## config.mk

```make
export PLATFORM = sky130hd
export DESIGN_NAME = roi_io_harness
export DESIGN_NICKNAME = d
export VERILOG_FILES = /design/src/rtl/roi_io_harness.sv
export SDC_FILE = /design/constraint.sdc
export NUM_CORES = 1
export LEC_CHECK = 0
export ABC_AREA = 1
export CAP_MARGIN = 20
export CORE_ASPECT_RATIO = 1.25
export CORE_MARGIN = 2
export CORE_UTILIZATION = 42
export DETAILED_ROUTE_END_ITERATION = 6
export PLACE_DENSITY = 0.75
export SLEW_MARGIN = 10
export SYNTH_ARGS = -nofsm -noshare
export SYNTH_HDL_FRONTEND = slang
export SYNTH_SLANG_ARGS = --single-unit
```

## constraint.sdc

```tcl
create_clock -name clk -period 1 [get_ports clk]
set_clock_uncertainty 0.2 [all_clocks]
set_input_delay 0.25 -clock clk [delete_from_list [all_inputs] [get_ports clk]]
set_output_delay 0.25 -clock clk [all_outputs]
set_load 0.03 [all_outputs]
```

## src/rtl/roi_io_harness.sv

```systemverilog
// roi_io_harness
//
// Serial I/O wrapper for a timing ROI. A single-pin serial stream on `di`
// is shifted into a DIN_N-bit register and presented to the ROI as `din`
// when `stb` pulses. On the same strobe the ROI's `dout` word is captured
// and shifted out MSB first on `do_ser`. With no strobe the two shift
// registers form one continuous chain, so `do_ser` replays `di` after
// DIN_N+DOUT_N cycles.
//
// Parameters:
//   DIN_N        ROI input width  (>= 1)
//   DOUT_N       ROI output width (>= 1)
//
// Ports:
//   clk          clock, rising edge
//   rst          synchronous active-high reset, overrides everything
//   stb          frame strobe: load din, capture dout
//   di           serial input, MSB first
//   do_ser       serial output, MSB first (the package "do" pin)
//   din          parallel word to the ROI, held between strobes
//   dout         parallel word from the ROI, sampled only on strobe
//   din_valid    one-cycle pulse following a din update
//   short_frame  sticky flag: a strobe arrived with fewer than DIN_N bits
//                shifted in since the previous strobe or reset
module roi_io_harness #(
    parameter int DIN_N  = 8,
    parameter int DOUT_N = 8
) (
    input  logic              clk,
    input  logic              rst,
    input  logic              stb,
    input  logic              di,
    output logic              do_ser,
    output logic [DIN_N-1:0]  din,
    input  logic [DOUT_N-1:0] dout,
    output logic              din_valid,
    output logic              short_frame
);

    localparam int CNT_W = $clog2(DIN_N + 1);
    localparam logic [CNT_W-1:0] CNT_MAX = CNT_W'(DIN_N);
    localparam logic [CNT_W-1:0] CNT_ONE = CNT_W'(1);

    logic [DIN_N-1:0]  din_shr;
    logic [DOUT_N-1:0] dout_shr;
    logic [CNT_W-1:0]  bit_cnt;

    logic [DIN_N-1:0]  din_shr_next;
    logic [DOUT_N-1:0] dout_shr_next;

    // Saturating bit counter: once a full frame is in, further bits don't
    // matter for short-frame detection, so the count just parks at DIN_N.
    function automatic logic [CNT_W-1:0] sat_inc(input logic [CNT_W-1:0] c);
        return (c >= CNT_MAX) ? c : c + CNT_ONE;
    endfunction

    // Shift paths; the 1-bit cases degenerate to a plain register load.
    generate
        if (DIN_N == 1) begin : g_din_1
            assign din_shr_next = di;
        end else begin : g_din_n
            assign din_shr_next = {din_shr[DIN_N-2:0], di};
        end

        if (DOUT_N == 1) begin : g_dout_1
            assign dout_shr_next = din_shr[DIN_N-1];
        end else begin : g_dout_n
            assign dout_shr_next = {dout_shr[DOUT_N-2:0], din_shr[DIN_N-1]};
        end
    endgenerate

    // ---- register stage: shift chain, frame load and capture ----
    always_ff @(posedge clk) begin
        if (rst) begin
            din_shr     <= '0;
            dout_shr    <= '0;
            din         <= '0;
            bit_cnt     <= '0;
            din_valid   <= 1'b0;
            short_frame <= 1'b0;
        end else begin
            // The input chain keeps shifting on a strobe; that bit belongs
            // to the next frame, hence the counter restarts at one.
            din_shr <= din_shr_next;
            if (stb) begin
                din       <= din_shr;
                dout_shr  <= dout;
                bit_cnt   <= CNT_ONE;
                din_valid <= 1'b1;
                if (bit_cnt < CNT_MAX) begin
                    short_frame <= 1'b1;
                end
            end else begin
                dout_shr  <= dout_shr_next;
                bit_cnt   <= sat_inc(bit_cnt);
                din_valid <= 1'b0;
            end
        end
    end

    // Serial output straight from the register: no input-to-pin path.
    assign do_ser = dout_shr[DOUT_N-1];

endmodule

```

==> results_dict.tcl <==
set metrics [dict create \
    crit_fanout 2 \
    slowest_delay_ns 0.36 \
    cts.sinks 30 \
    grt_pass1_wl_um 3240 \
    maxSlewViolCount 0 \
    clk_pin_slew_ns 0.09 \
    cp_num_buf_inv 1 \
    antenna_left 0 \
    p_per_area_mw_per_mm2 1510 \
    status "complete, but fails checks" \
    p_leak_uw 0.000644 \
    r2r_start "bit_cnt[0]" \
    place.port_buffers 22 \
    yosys_warnings 0 \
    rows 19 \
    cts_tree "done" \
    worstPathRequired_ns 0.55 \
    hold_end "dout_shr[3]" \
    gr-total-overflow 0 \
    worstPathCellList "buf_6" \
    synth_cell_types 16 \
    layout_min_cycle_time_ns 1.26 \
    synth_area_leaders "dfxtp_1, nand2_1, inv_1, o21ai_0, nor2_1" \
    hold_start "dout_shr[2]" \
    r2r-end "bit_cnt[1]" \
    cp.arrival_ns 0.81 \
    fin_crit_sh 1.26 \
    numCtsBuffers 5 \
    yosysTopAreaCell "dfxtp_1" \
    finalWirelength_um 2100 \
    routed-via-count 816 \
    die_w_um 47.5 \
    gp_congestion 0.719 \
    htree_levels 2 \
    grt_max_degree 11 \
    setup_viol 14 \
    syn-num-nets 129 \
    holdPathStages 2 \
    syn_to_final_growth_pct 49.3 \
    placed_area_mm2 0.00124 \
    antenna_cells 0 \
    dr.pass1.iters 4 \
    peakVddDrop_mv 1.38 \
    drive_gt1_frac 0.396 \
    io_pins 23 \
    worstSetupPathType "register to output port" \
    synth_top_area_frac 0.604 \
    hold_viol 0 \
    core_area_mm2 0.00221 \
    path_delay_family "flip-flops" \
    start_util 0.450 \
    clk_path_buf_depth 2 \
    antenna_found_initial 0 \
    critPathCaptureType "output port" \
    netlist_area_um2 995 \
    grt_use_total 0.172 \
    fmax_mhz 794 \
    min_path_type "register to register" \
    cpMaxStageDelayCell "dfxtp_2" \
    worst_slew_pin_slew_ns 0.196 \
    layout_setup_ws_ns -0.260 \
    syn_area_per_cell_um2 8.65 \
    drtIter0Drc 27 \
    stdcell_area_mm2 0.00149 \
    clockRootBuffer "clkbuf_4" \
    maxCapViolations 0 \
    ys_seq_area_frac 0.604 \
    routedWlPerCell_um 11.4 \
    dp.final_hpwl_um 1270 \
    violations "setup timing" \
    slew_headroom 0.870 \
    final_nets 167 \
    rrSetupSlack_ns -0.13 \
    pre_cts_slack_ns -0.642 \
    power.total_uw 2240 \
    ys_ff_latch 30 \
    start_kind "register" \
    postSynthCellCount 115 \
    rr_worst_depth 4 \
    drc 0 \
    dieArea_mm2 0.00278 \
    detail_route.vias_per_cell 4.41 \
    die_h_um 58.4 \
    grt_pass1_vias 810 \
    clk_latency_ns 0.32 \
    rsz0062_at_grt "yes" \
]
-- worst max-delay path by stage --
stage	start	to	slack [ns]	depth (start not counted)
2_1_floorplan	bit_cnt[1]	bit_cnt[1]	-0.05	4
3_3_place_gp	rst	bit_cnt[1]	-0.61	4
6_report	short_frame	short_frame	-0.26	1
5_1_grt	short_frame	short_frame	-0.29	1
3_5_place_dp	rst	bit_cnt[3]	-0.64	4
4_1_cts	din[0]	din[0]	-0.27	1
-- synth_stat cells, drive strengths merged --
cell   instances
nand2         38
dfxtp         30
inv           17
nor2          10
o21ai         10
a21oi          3
nand3          3
buf            2
ha             2
-- what timing repair did --
action | CTS | global route
pin swaps | 2 | 5
setup buffers | 5 | 1
hold buffers | 0 | 0
endpoints found under the setup margin | 41 | 20
resized for setup | 31 | 13
-- sequential cells by signal, indices dropped and copies added (netlist names) --
| name | flops |
|---|---|
| din | 8 |
| din_shr | 8 |
| dout_shr | 8 |
| bit_cnt | 4 |
| din_valid | 1 |
| short_frame | 1 |
-- area by class of cell --
cell class / instances / area (um2)
Clock buffer: 7 / 55.1
Clock inverter: 1 / 5.00
Fill cell: 192 / 726
Inverter: 17 / 68.8
Multi-Input combinational cell: 66 / 368
Sequential cell: 30 / 621
Tap cell: 31 / 38.8
Timing Repair Buffer: 33 / 329
-- logic make-up (layout without fill, tap and decap cells) --
kind of cell | after synthesis | in the layout | synth area share
simple gates | 51 | 51 | 0.216
fa+ha+maj | 2 | 2 | 0.0252
flops | 30 | 30 | 0.604
buf+inv | 19 | 58 | 0.0893
compound gates | 13 | 13 | 0.0654
-- layout by cell type, fill, tap and decap left out --
| master | n |
|---|---|
| nand2_1 | 33 |
| dfxtp_1 | 16 |
| buf_6 | 15 |
| inv_1 | 13 |
| dfxtp_2 | 13 |
| clkdlybuf4s50_1 | 9 |
| nor2_1 | 8 |
| o21ai_0 | 7 |
| buf_4 | 7 |
| clkbuf_4 | 5 |
| nand2_2 | 4 |
| o21ai_1 | 3 |
| a21oi_2 | 3 |
| inv_4 | 2 |
| inv_2 | 2 |
| nand3_2 | 2 |
| ha_4 | 2 |
| dlygate4sd2_1 | 2 |
| nand2_8 | 1 |
| nor2_4 | 1 |
| nand3_1 | 1 |
| nor2_2 | 1 |
| dfxtp_4 | 1 |
| clkinv_2 | 1 |
| clkbuf_1 | 1 |
| clkbuf_8 | 1 |
-- stage by stage --
stage / cells / hold WS, ns / utilization / setup TNS [ns]
2_1_floorplan: 115 / 0.157 / - / -0.145
3_3_place_gp: 171 / 0.198 / 0.563 / -14.65
3_5_place_dp: 171 / 0.207 / 0.563 / -15.17
4_1_cts: 184 / 0.213 / 0.643 / -2.99
5_1_grt: 185 / 0.239 / 0.672 / -3.34
6_report: 185 / 0.221 / 0.672 / -2.90
-- power by group --
part	switching [uW]	total, uW	internal, uW
sequential	19.8	1260	1240
clock	398	739	340
combinational	123	250	127
-- routing by layer --
| metal | wire length, um | global-route usage |
|---|---|---|
| met5 | 0 | 0 |
| met4 | 47 | 0.0952 |
| met3 | 143 | 0.0706 |
| met2 | 1080 | 0.284 |
| met1 | 835 | 0.177 |
No activity file was read; power rests on OpenSTA's default activity.
